===== config.mk =====
export PLATFORM = sky130hd
export DESIGN_NAME = pipe_ctrl
export DESIGN_NICKNAME = d
export VERILOG_FILES = /design/src/rtl/pipe_ctrl_pkg.sv /design/src/rtl/pipe_mc_timer.sv /design/src/rtl/pipe_ctrl.sv
export SDC_FILE = /design/constraint.sdc
export NUM_CORES = 1
export LEC_CHECK = 0
export BUFFER_PORTS_ARGS = -buffer_cell sky130_fd_sc_hd__buf_2
export CAP_MARGIN = 20
export CORE_MARGIN = 5
export CORE_UTILIZATION = 30
export CTS_CLUSTER_DIAMETER = 50
export DETAILED_ROUTE_END_ITERATION = 16
export PLACE_DENSITY = 0.52
export SLEW_MARGIN = 5
export SYNTH_ARGS = -nofsm -noshare
export SYNTH_HDL_FRONTEND = slang
export SYNTH_SLANG_ARGS = --single-unit

===== constraint.sdc =====
create_clock -name clk -period 2.3 [get_ports clk]
set_input_delay 0.115 -clock clk [delete_from_list [all_inputs] [get_ports clk]]
set_output_delay 0.115 -clock clk [all_outputs]
set_load 0.02 [all_outputs]

===== src/rtl/pipe_ctrl_pkg.sv =====
// Shared constants for the pipeline sequencing controller.
//   - STALL_W and the bit position of each stage in the stall vector
//   - the three nested stall patterns (ID, EX, MEM)
//   - the controller state encoding (RUN, MC_BUSY)
package pipe_ctrl_pkg;

    localparam int STALL_W     = 6;
    localparam int STALL_PC    = 0;
    localparam int STALL_IF_ID = 1;
    localparam int STALL_ID_EX = 2;
    localparam int STALL_EX_MEM = 3;
    localparam int STALL_MEM_WB = 4;
    localparam int STALL_RSVD  = 5;

    // Each pattern holds its own stage and everything younger, so the
    // patterns nest and a plain OR picks the widest active one.
    localparam logic [STALL_W-1:0] STALL_ID_PAT  = 6'b000111;
    localparam logic [STALL_W-1:0] STALL_EX_PAT  = 6'b001111;
    localparam logic [STALL_W-1:0] STALL_MEM_PAT = 6'b011111;

    typedef enum logic {
        ST_RUN     = 1'b0,
        ST_MC_BUSY = 1'b1
    } state_e;

endpackage


===== src/rtl/pipe_mc_timer.sv =====
// Multi-cycle operation down-counter.
//   clk, srst      : clock and synchronous active-high reset
//   clr            : clear the count to zero at the next edge (abort)
//   load, load_val : load a new remaining-cycle count
//   dec            : decrement by one (ignored at zero); no dec = frozen
//   cnt_is_one     : count equals one (last stall cycle)
//   cnt_nz         : count is nonzero
module pipe_mc_timer #(
    parameter int CNT_W = 6
) (
    input  logic             clk,
    input  logic             srst,
    input  logic             clr,
    input  logic             load,
    input  logic [CNT_W-1:0] load_val,
    input  logic             dec,
    output logic             cnt_is_one,
    output logic             cnt_nz
);
    import pipe_ctrl_pkg::*;

    logic [CNT_W-1:0] cnt_q;
    logic [CNT_W-1:0] cnt_d;

    always_comb begin
        cnt_d = cnt_q;
        if (clr) begin
            cnt_d = '0;
        end else if (load) begin
            cnt_d = load_val;
        end else if (dec && (cnt_q != '0)) begin
            cnt_d = cnt_q - CNT_W'(1);
        end
    end

    always_ff @(posedge clk) begin
        if (srst) begin
            cnt_q <= '0;
        end else begin
            cnt_q <= cnt_d;
        end
    end

    assign cnt_is_one = (cnt_q == CNT_W'(1));
    assign cnt_nz     = (cnt_q != '0);

endmodule


===== src/rtl/pipe_ctrl.sv =====
// Pipeline sequencing controller for the five-stage core.
//   clk, rst         : core clock, synchronous active-high reset
//   stallreq_id      : load-use hazard in ID
//   stallreq_mem     : data memory not ready
//   flush_req        : squash younger instructions
//   mc_start         : EX presents a multi-cycle op
//   mc_cycles        : latency of that op (0 behaves as 1)
//   stall            : hold vector, bit0 PC .. bit4 MEM/WB, bit5 always 0
//   flush            : clear inter-stage registers this cycle
//   mc_busy          : multi-cycle op in progress (registered)
//   mc_done          : EX result valid this cycle
//   stall_cycles     : saturating count of cycles with stall[0]=1
module pipe_ctrl
    import pipe_ctrl_pkg::*;
#(
    parameter int MC_CNT_W = 6,
    parameter int PERF_W   = 32
) (
    input  logic                clk,
    input  logic                rst,
    input  logic                stallreq_id,
    input  logic                stallreq_mem,
    input  logic                flush_req,
    input  logic                mc_start,
    input  logic [MC_CNT_W-1:0] mc_cycles,
    output logic [STALL_W-1:0]  stall,
    output logic                flush,
    output logic                mc_busy,
    output logic                mc_done,
    output logic [PERF_W-1:0]   stall_cycles
);

    state_e              state_q, state_d;
    logic [PERF_W-1:0]   stall_cycles_q, stall_cycles_d;

    logic                busy;
    logic                accept;
    logic                n_is_one;
    logic                tmr_clr, tmr_load, tmr_dec;
    logic                cnt_is_one, cnt_nz;

    assign busy     = (state_q == ST_MC_BUSY);
    // A MEM stall or flush blocks acceptance; EX keeps mc_start high so
    // the op is simply re-presented later.
    assign accept   = !busy && mc_start && !flush_req && !stallreq_mem;
    assign n_is_one = (mc_cycles <= MC_CNT_W'(1));

    pipe_mc_timer #(.CNT_W(MC_CNT_W)) u_timer (
        .clk        (clk),
        .srst       (rst),
        .clr        (tmr_clr),
        .load       (tmr_load),
        .load_val   (mc_cycles - MC_CNT_W'(1)),
        .dec        (tmr_dec),
        .cnt_is_one (cnt_is_one),
        .cnt_nz     (cnt_nz)
    );

    always_comb begin
        stall    = '0;
        flush    = 1'b0;
        mc_done  = 1'b0;
        state_d  = state_q;
        tmr_clr  = 1'b0;
        tmr_load = 1'b0;
        tmr_dec  = 1'b0;

        if (rst) begin
            // Outputs forced quiet; registers clear in the flops.
        end else if (flush_req) begin
            flush   = 1'b1;
            state_d = ST_RUN;
            tmr_clr = 1'b1;
        end else begin
            if (stallreq_id)     stall = stall | STALL_ID_PAT;
            if (busy || accept)  stall = stall | STALL_EX_PAT;
            if (stallreq_mem)    stall = stall | STALL_MEM_PAT;

            if (accept) begin
                if (n_is_one) begin
                    mc_done = 1'b1;
                end else begin
                    tmr_load = 1'b1;
                    state_d  = ST_MC_BUSY;
                end
            end else if (busy && !stallreq_mem && cnt_nz) begin
                tmr_dec = 1'b1;
                if (cnt_is_one) begin
                    mc_done = 1'b1;
                    state_d = ST_RUN;
                end
            end
        end
    end

    always_comb begin
        stall_cycles_d = stall_cycles_q;
        if (stall[STALL_PC] && (stall_cycles_q != '1)) begin
            stall_cycles_d = stall_cycles_q + PERF_W'(1);
        end
    end

    always_ff @(posedge clk) begin
        if (rst) begin
            state_q        <= ST_RUN;
            stall_cycles_q <= '0;
        end else begin
            state_q        <= state_d;
            stall_cycles_q <= stall_cycles_d;
        end
    end

    assign mc_busy      = busy && !rst;
    assign stall_cycles = stall_cycles_q;

endmodule


Word level (Yosys, flattened, before mapping)
Cells that the tools add are included.
{"block": "op_classes", "n_addsub": 3, "n_mul": 0, "div_mod_pow": 0, "magnitude_cmp": 1, "n_eq_ne": 3, "n_shift": 0, "mux": 27, "n_bitwise": 0, "reduce_logical": 20}
{"op": "32-bit by 1-bit adder with 32-bit output (second input constant)", "n": 1}
{"op": "32-bit != test (second input constant)", "n": 1}
{"op": "1-bit two-way mux", "n": 20}
{"op": "6-bit two-way mux", "n": 3}
{"op": "6-bit by 1-bit subtractor with 6-bit output (second input constant)", "n": 2}
{"op": "5-bit two-way mux", "n": 2}
{"op": "1-bit logical AND", "n": 8}
{"op": "6-bit by 1-bit == test with 1-bit output (second input constant)", "n": 1}
{"op": "6-bit by 1-bit less-or-equal comparator with 1-bit output (second input constant)", "n": 1}
{"op": "2-bit nonzero test", "n": 3}
{"op": "6-bit nonzero test", "n": 1}
{"op": "1-bit logical NOT", "n": 4}
{"op": "4-bit two-way mux", "n": 1}
{"op": "2-bit OR reduction", "n": 2}
{"op": "3-bit two-way mux", "n": 1}
{"op": "3-bit AND reduction", "n": 1}
{"op": "2-bit != test (second input constant)", "n": 1}
{"op": "1-bit logical OR", "n": 1}
{"block": "word_totals", "register_bits": 39, "latchBits": 0, "ram_bits": 0, "romBits": 0, "output_inout_bits": 41, "wordCells": 57, "mem_count": 0}

Logic depth before layout (Yosys ltp)
Gate-level depths: netlist of run 1.
{"block": "depth", "depth_word": 10, "depth_mapped": 7, "mapped_depth_nobuf": 7}

Hierarchy
A second synthesis of run 1 with hierarchy kept.
{"block": "hier_totals", "cells_unflattened": 277, "hier_area_um2": 2282.2}
{"mod": "pipe_ctrl", "n_inst": 1, "cells_each": 233, "area_per_inst_um2": 1881.8, "seq_area_each_um2": 660.6}
{"mod": "pipe_mc_timer", "n_inst": 1, "cells_each": 44, "area_per_inst_um2": 400.4, "seq_area_each_um2": 120.1}

Least setup slack after synthesis of run 1
Ideal clock, no wire load.
{"block": "synth_path", "path_kind": "flip-flop to flip-flop", "start": "register stall_cycles_q[0], in the netlist stall_cycles[0]", "end": "register stall_cycles_q[1], in the netlist stall_cycles[1]", "setup_time_ns": 0.121, "arrival_ns": 2.016, "t_required_ns": 2.179, "path_slack_ns": 0.163, "path_stages_with_launch": 8, "n_path_buf": 1, "period_less_slack_ns": 2.137, "cell_sequence": "dfxtp_1 ha_1 nand3_1 or4_4 nor3_4 buf_6 nor2_1 mux2_4"}
{"block": "synth_between", "elab_chain_cells": 2, "elab_cells_between_ends": 3, "classes_between": "1 x add/sub; 1 x eq/ne; 1 x reduce/logical"}
{"item": "start: declaration", "line_no": "pipe_ctrl.sv:34", "source": "logic [PERF_W-1:0] stall_cycles_q, stall_cycles_d;"}
{"item": "start signal: assignment", "line_no": "pipe_ctrl.sv:109", "source": "stall_cycles_q <= stall_cycles_d;"}
{"item": "branches (longest 2 deep; another with 32-bit by 1-bit adder with 32-bit output)"}
Parallel ways; which one is timed is not known.
A chain may end at the register's enable or synchronous reset.

Worst setup path after layout of run 1
Same ends and word-level chain as after synthesis.

==> flow_metrics.py, run 1 <==
metrics = {
    "pwr": {
        "powerDensity_nw_per_um2": 436.1,
        "p_leak_nw": 1.144,
        "ir_drop_uv": 202.9,
    },
    "timing": {
        "final.setup.tns_ns": 0,
        "fin_crit_ns": 2.143,
        "tightest_slew_ns": 0.6816,
        "finalCritPeriodShare": 0.9316,
        "hold_viol": 0,
        "drv_slew": 0,
        "rsz0062_at_grt": "no",
        "holdWs_ns": 0.1518,
        "fmax_ghz": 0.4667,
        "skew_ns": 0.01043,
        "setup_viol": 0,
        "relSlewSlack": 0.5414,
    },
    "critical_path": {
        "critPathLaunch": "stall_cycles[0]$_SDFFE_PP0P_",
        "required_ns": 2.49,
        "cp-end-kind": "register",
        "cp_max_fo": 6,
        "startpoint_type": "register",
        "path_class": "register to register",
        "arrival_ns": 2.33,
        "r2r_start": "stall_cycles[0]$_SDFFE_PP0P_",
    },
    "clock_network": {
        "tritoncts": "done",
        "clk_latency_ns": 0.29,
        "cts_max_level": 2,
        "post_cts.repair.setup_buffers": 0,
        "tritoncts.num_buffers": 5,
        "clockRootBuffer": "clkbuf_8",
        "cts.sinks": 39,
        "ctsHoldBuffers": 0,
        "cts_resized": 0,
        "cts_buffer_depth": 2,
        "clkSlewWorstSetupHoldPaths_ns": 0.08,
    },
    "flow_run": {
        "maxCapViolations": 0,
    },
    "die": {
        "dieHeight_um": 98.74,
        "core-area_um2": 7687,
        "pin_count": 53,
        "die_w_um": 98.74,
        "start_util": 0.3073,
        "die-area_um2": 9749,
        "placementRows": 32,
    },
    "routing": {
        "vias": 2304,
        "totalWireLength_mm": 6.134,
        "vias_per_cell": 5.109,
        "drc": 0,
        "drt_pass1_iterations": 4,
        "dr.first_iter.drc_count": 71,
        "wire_per_inst_um": 13.60,
        "ant_nets": 0,
    },
    "logic_synthesis": {
        "yosysUniqueCellTypes": 53,
        "synth_area_um2": 2362,
        "synthTopCellsByArea": "dfxtp_1 (33%), a21oi_1 (5.3%), or3_1 (4.2%), nor2_1 (4.0%), ha_1 (3.2%)",
        "avgSynthCellArea_um2": 8.174,
        "synth_ff_type": "dfxtp_1",
        "synth_seq_cells": 39,
        "synth_edf_count": 0,
        "syn_nets": 307,
        "async_flop_share": 0,
        "synth_cells": 289,
        "yosys.area.top_type": "dfxtp_1",
        "yosys_warnings": 0,
        "synth_common_cells": "dfxtp_1 (39), a21oi_1 (25), nor2_1 (25)",
        "synth_top_area_frac": 0.3305,
        "yosysSeqAreaShare": 0.3305,
        "synth.most_common_cell": "dfxtp_1",
    },
    "layout": {
        "diodes": 0,
        "drive_above_1_share": 0.2636,
        "area_growth_syn_to_layout_pct": 21.29,
        "nFillCells": 858,
        "nets": 366,
    },
    "grt": {
        "antenna_found_initial": 0,
        "grt_start_max_net_pins": 44,
        "grt_pass1_wl_mm": 10.12,
        "first_global_vias": 2202,
        "grt_usage": 0.1249,
        "grt-ovfl-total": 0,
    },
    "min_path": {
        "hold_start": "mc_cycles[3]",
        "hp-class": "primary input to register",
    },
    "place": {
        "io_buffers": 51,
        "dp_hpwl_mm": 4.726,
        "place_congestion": 0.8146,
    },
    "status": {
        "status": "finished, final reports clean",
    },
}
## path summary, 6_finish.rpt
check	endpoint	slack (ns)	depth (start not counted)
hold / removal	u_timer.cnt_q[3]$_SDFFE_PP0P_	0.15	3
setup / recovery	stall_cycles[1]$_SDFFE_PP0P_	0.16	6
hold reg to reg	stall_cycles[12]$_SDFFE_PP0P_	0.51	2
setup reg to reg	stall_cycles[1]$_SDFFE_PP0P_	0.16	6
## logic make-up (layout without fill, tap and decap cells)
| family | Yosys count | count (layout) | share of synthesized area |
|---|---|---|---|
| other | 1 | 1 | 0.001587 |
| AO/OA/AOI/OAI | 67 | 67 | 0.1833 |
| buffers and inverters | 26 | 86 | 0.05191 |
| multiplexers | 5 | 5 | 0.02542 |
| adder cells (fa/ha/maj) | 6 | 6 | 0.03178 |
| flip-flops | 39 | 39 | 0.3305 |
| XOR/XNOR | 10 | 10 | 0.03707 |
| AND/OR/NAND/NOR | 135 | 135 | 0.3385 |
## power breakdown
part,switching (W),total [W],internal [W]
sequential,0.00000529,0.000684,0.000679
combinational,0.0000620,0.0000973,0.0000352
clock,0.000256,0.000468,0.000212
## worst max-delay path: stages (launching register included)
cell     delay (ns)
dfxtp_1        0.41
ha_1           0.23
nand3_1        0.12
or4_4          0.55
nor3_4         0.32
nor2_1         0.10
mux2_4         0.30
## state kept, by name, summed over array words and instances, names as in the netlist
register and count:
u_timer.cnt_q 6, stall_cycles 32, busy 1
## per-layer routing
layer	part of all wire	vias up	GRT usage
met5	0	-	0
met4	0.022	0	0.04517
met3	0.046	11	0.03114
met2	0.47	46	0.2158
met1	0.47	1049	0.1497
li1	-	1198	-
## stage by stage
step                std cells  total power (W)  instance area, um^2  utilization  worst slack (ns)
global placement          442        0.0007977                 2773       0.3607            0.1748
floorplan                 289        0.0007674                 2362            -            0.1625
detailed placement        442        0.0007982                 2773       0.3607            0.1541
finish                    451         0.001250                 2865       0.3727            0.1574
CTS                       450         0.001265                 2858       0.3717            0.1182
global route              451         0.001308                 2865       0.3727           0.01686
## final cells by class
type / instances / area, um^2 / share of cell area
clock buffer: 6 / 72.57 / 0.02533
clock inverter: 2 / 12.51 / 0.004367
inverter: 12 / 45.04 / 0.01572
multi-input combinational: 224 / 1459 / 0.5092
sequential: 39 / 780.7 / 0.2725
tap: 102 / 127.6 / 0.04454
timing repair buffer: 66 / 367.9 / 0.1284
## cell usage in the layout, fill, tap and decap left out, types with 6 or more instances in the layout
cell type and n:
a21oi_1 25, nor2_1 25, nor2b_1 7, buf_2 51
nand3_1 12, or3_1 16, o21ai_0 11, nand2_1 18
ha_1 6, a211oi_1 8, or4_1 10, o31ai_1 9
xnor2_1 6, dfxtp_1 39, nor3_1 7, inv_1 12
buf_4 15, nand4_1 7
Note: power is estimated with default switching activity, not from simulation.
==> run 2, diff against run 1 <==
--- a/config.mk
+++ b/config.mk
@@ -5,13 +5,14 @@
 export SDC_FILE = /design/constraint.sdc
 export NUM_CORES = 1
 export LEC_CHECK = 0
+export ABC_AREA = 1
 export BUFFER_PORTS_ARGS = -buffer_cell sky130_fd_sc_hd__buf_2
 export CAP_MARGIN = 20
 export CORE_MARGIN = 5
 export CORE_UTILIZATION = 30
 export CTS_CLUSTER_DIAMETER = 50
 export DETAILED_ROUTE_END_ITERATION = 16
-export PLACE_DENSITY = 0.52
+export PLACE_DENSITY = 0.51
 export SLEW_MARGIN = 5
 export SYNTH_ARGS = -nofsm -noshare
 export SYNTH_HDL_FRONTEND = slang
==> flow_metrics.py, run 2 <==
metrics = {
    "status": {
        "status": "finished, final reports clean",
    },
    "timing": {
        "setup_viol": 0,
        "finalCritPeriodShare": 0.8373,
        "fin_ws_ns": 0.3741,
        "skew_ns": 0.01882,
        "drv_slew": 0,
        "fin_crit_ns": 1.926,
        "final.setup.tns_ns": 0,
        "fmax_ghz": 0.5192,
        "rsz0062_at_grt": "no",
        "hold_viol": 0,
    },
    "min_path": {
        "hp-class": "primary input to register",
    },
    "die": {
        "die_w_um": 107.3,
        "core-area_um2": 9240,
        "die-area_um2": 11520,
        "dieHeight_um": 107.3,
        "pin_count": 53,
        "start_util": 0.3075,
        "placementRows": 35,
    },
    "critical_path": {
        "path_class": "register to register",
        "required_ns": 2.47,
        "reg2reg_depth": 10,
        "ff2ff_setup_slack_ns": 0.37,
        "arrival_ns": 2.10,
        "r2r_start": "stall_cycles[1]$_SDFFE_PP0P_",
        "cp_max_fo": 28,
        "cp-end-kind": "register",
        "startpoint_type": "register",
        "critPathLaunch": "stall_cycles[1]$_SDFFE_PP0P_",
        "rr_endpoint": "stall_cycles[15]$_SDFFE_PP0P_",
        "endpoint": "stall_cycles[15]$_SDFFE_PP0P_",
    },
    "clock_network": {
        "clk_latency_ns": 0.30,
        "cts_buffer_depth": 2,
        "clkSlewWorstSetupHoldPaths_ns": 0.09,
        "tritoncts.num_buffers": 5,
        "cts_max_level": 2,
        "clockRootBuffer": "clkbuf_8",
        "tritoncts": "done",
        "cts_resized": 0,
        "post_cts.repair.setup_buffers": 0,
        "cts.sinks": 39,
        "ctsHoldBuffers": 0,
    },
    "layout": {
        "final_common_cell": "nand2_1",
        "drive_above_1_share": 0.2075,
        "area_growth_syn_to_layout_pct": 16.16,
        "largest_register_ffs": 32,
        "diodes": 0,
        "final_cells": 635,
        "nets": 523,
        "final_cell_mix": "nand2_1 (150), nor2_1 (80), buf_2 (51)",
        "nFillCells": 1041,
    },
    "logic_synthesis": {
        "yosys_warnings": 0,
        "async_flop_share": 0,
        "yosys.area.top_type": "dfxtp_1",
        "synth_area_um2": 2841,
        "avgSynthCellArea_um2": 6.245,
        "synth_edf_count": 0,
        "synth.most_common_cell": "nand2_1",
        "syn_nets": 473,
        "synth_common_cells": "nand2_1 (150), nor2_1 (80), inv_1 (45)",
        "synth_cells": 455,
        "synthTopCellsByArea": "dfxtp_1 (27%), nand2_1 (20%), nor2_1 (11%), a21oi_2 (6.2%), inv_1 (5.9%)",
        "yosysUniqueCellTypes": 32,
        "synth_ff_type": "dfxtp_1",
        "synth_top_area_frac": 0.2748,
        "yosysSeqAreaShare": 0.2748,
        "synth_seq_cells": 39,
    },
    "grt": {
        "antenna_found_initial": 0,
        "grt_pass1_wl_mm": 12.68,
        "first_global_vias": 2655,
        "grt_start_max_net_pins": 29,
        "grt-ovfl-total": 0,
        "grt_usage": 0.1346,
    },
    "routing": {
        "vias_per_cell": 4.454,
        "wire_per_inst_um": 11.75,
        "dr.first_iter.drc_count": 75,
        "ant_nets": 0,
        "vias": 2828,
        "drt_pass1_iterations": 4,
        "drc": 0,
        "totalWireLength_mm": 7.463,
    },
    "pwr": {
        "p_total_w": 0.001433,
        "p_leak_nw": 1.355,
        "ir_drop_uv": 202.5,
        "powerDensity_nw_per_um2": 434.1,
    },
    "place": {
        "dp_hpwl_mm": 5.971,
        "io_buffers": 51,
        "numPlacedInstances": 627,
        "post-place-ws_ns": 0.3709,
        "place_congestion": 0.8304,
    },
    "flow_run": {
        "maxCapViolations": 0,
    },
}
[run 2: cell count changes in the layout (fill, tap and decap cells not counted), moves of 12 or more]
| cell | change |
|---|---|
| nand3_1 | +12 |
| inv_1 | +33 |
| nand2_1 | +132 |
| or3_1 | -16 |
| a21oi_1 | -18 |
| a21oi_2 | +20 |
| nor2_1 | +55 |
[run 2: worst max-delay path: stages, from the launching register on]
cell and delay [ns]:
dfxtp_1 0.40, ha_1 0.22, inv_1 0.09, nor2_4 0.17, nand2_4 0.09, nor2_8 0.15
nand2_4 0.11, nand2_8 0.21, inv_4 0.16, nand2_1 0.13, a21oi_2 0.05
[run 2: kinds of logic (layout without fill, tap and decap cells)]
kind of cell | after synthesis | after routing | synth area share
AO/OA/AOI/OAI | 40 | 40 | 0.09864
adder cells (fa/ha/maj) | 6 | 6 | 0.02642
XOR/XNOR | 20 | 20 | 0.06164
buffers and inverters | 58 | 109 | 0.09687
other | 1 | 1 | 0.001320
flip-flops | 39 | 39 | 0.2748
AND/OR/NAND/NOR | 291 | 291 | 0.4403
[run 2: power by group]
group	internal [W]	switching [W]	leakage [nW]
Clock	0.000324	0.000270	0.0581
Sequential	0.000680	0.00000503	0.315
Combinational	0.0000467	0.000108	0.982
[run 2: worst min path at each step]
stage	startpoint	to	slack, ns	cells past startpoint
2_1_floorplan	flush_req	u_timer.cnt_q[4]$_SDFFE_PP0P_	0.30	3
3_3_place_gp	rst	u_timer.cnt_q[4]$_SDFFE_PP0P_	0.47	4
3_5_place_dp	rst	u_timer.cnt_q[4]$_SDFFE_PP0P_	0.48	4
4_1_cts	rst	u_timer.cnt_q[4]$_SDFFE_PP0P_	0.16	4
5_1_grt	rst	u_timer.cnt_q[1]$_SDFFE_PP0P_	0.19	4
6_report	rst	u_timer.cnt_q[4]$_SDFFE_PP0P_	0.16	4
[run 2: area by class of cell]
| cell class | count | area, um^2 | share of cell area |
|---|---|---|---|
| timing repair buffer | 55 | 285.3 | 0.08643 |
| sequential | 39 | 780.7 | 0.2365 |
| clock inverter | 3 | 43.79 | 0.01327 |
| tap | 129 | 161.4 | 0.04890 |
| clock buffer | 5 | 68.82 | 0.02085 |
| multi-input combinational | 358 | 1785 | 0.5409 |
| inverter | 46 | 175.2 | 0.05307 |
[run 2: stage by stage]
step,utilization,hold slack (ns),area [um^2]
3_5_place_dp,0.3450,0.4770,3188
2_1_floorplan,-,0.3018,2841
4_1_cts,0.3572,0.1578,3301
6_report,0.3572,0.1561,3301
5_1_grt,0.3572,0.1918,3301
3_3_place_gp,0.3450,0.4746,3188
[run 2: metal layers]
metal / GRT usage / vias to the layer above / part of all wire
met5: 0 / - / 0
met2: 0.2364 / 40 / 0.47
li1: - / 1506 / -
met1: 0.1736 / 1276 / 0.48
met4: 0.02740 / 0 / 0.0071
met3: 0.02160 / 6 / 0.035
